### config.mk
export PLATFORM = sky130hd
export DESIGN_NAME = fifo_access_ctrl
export DESIGN_NICKNAME = d
export VERILOG_FILES = /design/src/rtl/fifo_access_ctrl.sv
export SDC_FILE = /design/constraint.sdc
export NUM_CORES = 1
export LEC_CHECK = 0
export CAP_MARGIN = 20
export CORE_ASPECT_RATIO = 1.5
export CORE_MARGIN = 2
export CORE_UTILIZATION = 43
export CTS_CLUSTER_DIAMETER = 40
export DETAILED_ROUTE_END_ITERATION = 12
export GPL_ROUTABILITY_DRIVEN = 0
export PLACE_DENSITY = 0.84
export SETUP_SLACK_MARGIN = 0.3
export SYNTH_ARGS = -nofsm -noshare
export SYNTH_HDL_FRONTEND = slang
export SYNTH_SLANG_ARGS = --single-unit
### constraint.sdc
create_clock -name clk -period 2.45 [get_ports clk]
set_input_delay 0.49 -clock clk [delete_from_list [all_inputs] [get_ports clk]]
set_output_delay 0.49 -clock clk [all_outputs]
set_load 0.02 [all_outputs]
### src/rtl/fifo_access_ctrl.sv
// fifo_access_ctrl: FIFO init sequencer, round-robin write arbiter and 2-entry valid/ready read buffer
module fifo_access_ctrl #(
    parameter int DATA_WIDTH  = 4,
    parameter int RST_CYCLES  = 8,
    parameter int WAIT_CYCLES = 8
) (
    input  logic                  clk,
    input  logic                  res_n,
    input  logic                  req0_valid,
    input  logic [DATA_WIDTH-1:0] req0_data,
    output logic                  req0_ready,
    input  logic                  req1_valid,
    input  logic [DATA_WIDTH-1:0] req1_data,
    output logic                  req1_ready,
    output logic                  out_valid,
    output logic [DATA_WIDTH-1:0] out_data,
    input  logic                  out_ready,
    output logic                  busy,
    output logic                  fifo_rst,
    output logic [DATA_WIDTH-1:0] fifo_din,
    output logic                  fifo_wr_en,
    output logic                  fifo_rd_en,
    input  logic [DATA_WIDTH-1:0] fifo_dout,
    input  logic                  fifo_full,
    input  logic                  fifo_empty
);
    localparam int MAXC = RST_CYCLES > WAIT_CYCLES ? RST_CYCLES : WAIT_CYCLES;
    localparam int CW   = $clog2(MAXC + 1);

    typedef enum logic [1:0] {S_RST, S_WAIT, S_RUN} state_t;

    state_t                state, state_nx;
    logic [CW-1:0]         cnt, cnt_nx;
    logic                  run, grant0, grant1, pop, pending, last_grant;
    logic [1:0]            count, tail, occ;
    logic [DATA_WIDTH-1:0] buf_q [2];

    always_ff @(posedge clk or negedge res_n) begin
        if (!res_n) begin
            state <= S_RST;
            cnt   <= '0;
        end else begin
            state <= state_nx;
            cnt   <= cnt_nx;
        end
    end

    always_comb begin
        state_nx = state;
        cnt_nx   = cnt + 1'b1;
        if (state == S_RST && cnt == CW'(RST_CYCLES - 1)) begin
            state_nx = S_WAIT;
            cnt_nx   = '0;
        end else if (state == S_WAIT && cnt == CW'(WAIT_CYCLES - 1)) begin
            state_nx = S_RUN;
            cnt_nx   = '0;
        end else if (state == S_RUN) begin
            cnt_nx   = '0;
        end
    end

    always_comb begin
        run        = state == S_RUN;
        busy       = !run;
        fifo_rst   = state == S_RST;
        // last_grant=1 means requester 1 won last, so requester 0 wins a tie
        grant0     = req0_valid && (!req1_valid || last_grant);
        grant1     = req1_valid && (!req0_valid || !last_grant);
        req0_ready = run && !fifo_full && grant0;
        req1_ready = run && !fifo_full && grant1;
        fifo_wr_en = req0_ready || req1_ready;
        fifo_din   = grant0 ? req0_data : grant1 ? req1_data : '0;
        out_valid  = count != 2'd0;
        out_data   = buf_q[0];
        pop        = out_valid && out_ready;
        tail       = count - {1'b0, pop};
        occ        = tail + {1'b0, pending};
        fifo_rd_en = run && !fifo_empty && occ < 2'd2;
    end

    always_ff @(posedge clk or negedge res_n) begin
        if (!res_n) begin
            last_grant <= 1'b1;
            pending    <= 1'b0;
            count      <= 2'd0;
            buf_q[0]   <= '0;
            buf_q[1]   <= '0;
        end else begin
            pending    <= fifo_rd_en;
            last_grant <= fifo_wr_en ? req1_ready : last_grant;
            count      <= occ;
            buf_q[0]   <= pending && tail == 2'd0 ? fifo_dout : pop ? buf_q[1] : buf_q[0];
            buf_q[1]   <= pending && tail == 2'd1 ? fifo_dout : buf_q[1];
        end
    end
endmodule

==> reports/results.txt <==
The count of cell types in the netlist is 27, and the number of buffers added on ports is 33. Data on the critical path arrives at its endpoint at 1.83 ns. Sorting the synthesized cells by area gives the leading types as dfrtp_1 45%, mux2_1 9.6%, mux2_4 6.4%.

The fraction of post-synthesis cell area in the top cell type by area works out to 45.45%. The run gives 45.61% as the starting utilization of the core area. The run finished with clean final reports. After synthesis the cells add up to 935.9 um2. The clock edge transition at the registers on the reported setup and hold paths was 0.10 ns. The final count of pins violating max slew is 0. Setup repair after global routing could not meet its margin everywhere. The peak supply drop is 0.5839 mV. The tools report the number of buffers inserted by hold repair at cts as 0. The number of placed instances, taps included, is 138. The count of cells in the finished layout, fillers not included, comes to 144.

Max-cap violations in this run came to 0. The count of final setup violators is 0, and the maximum fanout along the worst path is 3. The tools report the startpoint of the worst hold path as cnt[0]. The power density normalized to cell area works out to 995.7 nW/um2.

Compared with the post-synthesis result, the final layout area differs by 52.67%. The initialized floorplan defines 20 standard-cell rows. TritonCTS built the clock tree.

In the final timing run, aggregate negative setup slack is 0 ns. The most common cell in the synthesized netlist was dfrtp_1. The share of flip-flops with an asynchronous set or reset works out to 100.0%. The critical path starts at count[0]. Synthesis handed over a netlist of 76 instances. The die is 42.09 um wide. For the final hold violation count, the log shows 0. Grouping stages by cell kind, the critical path spends the most delay in adder cells. Cells with a size suffix above 1 make up 33.61% of the layout. The count of pins on the block boundary is 34, and the worst setup slack after placement is -0.5631 ns.

In this run the remaining antenna-violating nets after routing total 0. Number of antenna violations at the first check in global routing: 0. The clock skew after layout came out at 0.001676 ns. Once placement finished, the instance area stood at 1380 um2. The minimum clock period after layout came out at 2.316 ns. The die is 61.14 um tall. Detailed placement finished with a half-perimeter wire length of 1529 um. Share of the clock period used by the worst path after layout: 94.55%.

The total number of nets in the final design came out at 145. The largest area contributor in the synthesized netlist was dfrtp_1. The CTS sink count came out at 18.

The number of buffer and inverter instances along the worst setup path is 3, and the register-to-register setup slack is 0.58 ns. STA classifies the critical path endpoint as an output port. The element type at the critical path start is a flop. Detailed routing inserted a total of 748 vias.

The die covers 2573 um2. The commonest cells after synthesis are 17 x dfrtp_1, 8 x mux2_1, 6 x inv_1. After detailed routing, the number of remaining DRC violations is 0. On the critical path, the stage with the largest delay is an instance of dfrtp_1.

The count of state elements after synthesis was 18; the maximum buffer depth of the clock tree was 2. In the routed layout, each cell is associated on average with a via count of 5.194. The first TritonRoute pass finished after 4 iterations. The filler cells instantiated in the layout total 160.

The sequential area share after synthesis was 48.26%. The buffer cell driving the clock tree root is clkbuf_4. The number of levels in the clock H-tree came out at 1. The number of nets handed over by synthesis was 98. Across all setup checks in the final design, the least slack found is 0.1335 ns. The via count of the first global-routing pass is 787. The critical path goes through o21ai_2 -> inv_2 -> ha_4 -> inv_2 -> ha_4 -> xnor2_4 -> nor3_4 -> buf_6. The global-route usage over all layers was 16.85%; the post-detailed-route wirelength per cell was 13.22 um. Summing all non-filler instances in the final layout gives an area of 1429 um2.

STA puts the critical path data required time at 1.96 ns. In this run the mean area of a mapped cell was 12.31 um2. In this run the tightest slew margin relative to its limit is 71.76%. In this run, the number of DRC markers left after iteration 0 of detailed routing was 8.

The tools report the worst-skew pair later-pin latency as 0.29 ns. After global routing the overflow that remains totals 0. The number of antenna diodes in the final layout is 0. For this run, the slowest stage of the critical path takes 0.41 ns. The tools report the maximum clock frequency as 431.7 MHz.

In this run the worst hold path is classified as reg2reg. The tools report the aggregate routed wire length as 1904 um. The largest net degree at the start of global routing is 11.

The worst register-to-register path begins at count[0]. The first global-routing pass estimated 3243 um of wire. During synthesis, Yosys emitted a total of 0 warnings. The tools report the static power due to leakage as 0.6948 nW. By startpoint and endpoint, the worst setup path is classified as reg2out. Among all flip-flop cells after synthesis, the most frequent one is dfrtp_1.

At the pin with the least slew margin, the transition time is 0.4223 ns. After floorplanning, the core was sized to cover 2052 um2. Number of buffers added by the clock tree synthesis step: 3. The synthesized design contains 0 enable-type register cells.
==> metrics by stage <==
| stage | util, % | power, mW | hold slack [ns] |
|---|---|---|---|
| after floorplan | - | 0.9495 | 0.1944 |
| after global placement | 67.26 | 1.189 | 0.4469 |
| after detailed placement | 67.26 | 1.216 | 0.4668 |
| after CTS | 68.48 | 1.441 | 0.4819 |
| after global routing | 69.63 | 1.526 | 0.4968 |
| final | 69.63 | 1.423 | 0.4758 |
==> placed cells by master (no fill, tap or decap), types with 2 or more instances in the layout <==
cell	synthesis	layout
clkdlybuf4s50_1	0	21
dfrtp_1	17	17
buf_4	4	14
mux2_1	8	8
buf_2	0	5
inv_1	6	4
a22o_1	4	4
nor2_1	4	4
mux2_4	4	4
and2_1	3	3
clkbuf_4	0	3
a21boi_1	0	2
inv_2	0	2
xor2_1	2	2
nand3_2	2	2
ha_4	0	2
dlymetal6s2s_1	0	2
dlygate4sd2_1	0	2
==> logic make-up after synthesis <==
family                   synth area share, %
buffers and inverters                  5.615
XOR/XNOR                               5.482
AND/OR/NAND/NOR                        10.43
flip-flops                             48.26
multiplexers                           16.04
AO/OA/AOI/OAI                          10.16
adder cells (fa/ha/maj)                4.011
==> state kept, by name, indices dropped and copies added, names as in the netlist <==
signal and cells:
buf_q 4, cnt 4, count 2, last_grant 1, out_data 4, pending 1, state 2
==> repair_timing <==
action,CTS,global route
setup endpoints to repair,9,7
gates resized for setup,37,5
setup buffers,0,2
pin swaps,1,1
==> area by class of cell <==
class / instances / area [um2] / area share (%)
Inverter: 6 / 22.52 / 1.576
Tap cell: 22 / 27.53 / 1.926
Clock buffer: 4 / 36.28 / 2.539
Multi-Input combinational cell: 48 / 486.7 / 34.06
Sequential cell: 18 / 451.7 / 31.61
Timing Repair Buffer: 46 / 404.1 / 28.28
==> where the power goes <==
group / internal [mW] / switching (mW)
Clock: 0.0905 / 0.0883
Combinational: 0.456 / 0.334
Sequential: 0.398 / 0.0557
Total: 0.945 / 0.478
==> routing by layer <==
metal  vias to the layer above  track usage (%)  part of all wire [%]
met1                       354            16.32                    36
met5                         -                0                     0
met4                         0            10.71                   2.3
li1                        356                -                     -
met2                        34            32.81                    55
met3                         4            3.226                   7.0
==> path summary, 6_finish.rpt <==
kind,to,cells after the start
max in group asynchronous,last_grant,2
worst max register to register,out_data[1],7
worst min-delay path,cnt[0],1
worst max-delay path,fifo_rd_en,8
worst min register to register,cnt[0],1
min in group asynchronous,out_data[0],1
No activity file was read; power rests on OpenSTA's default activity.
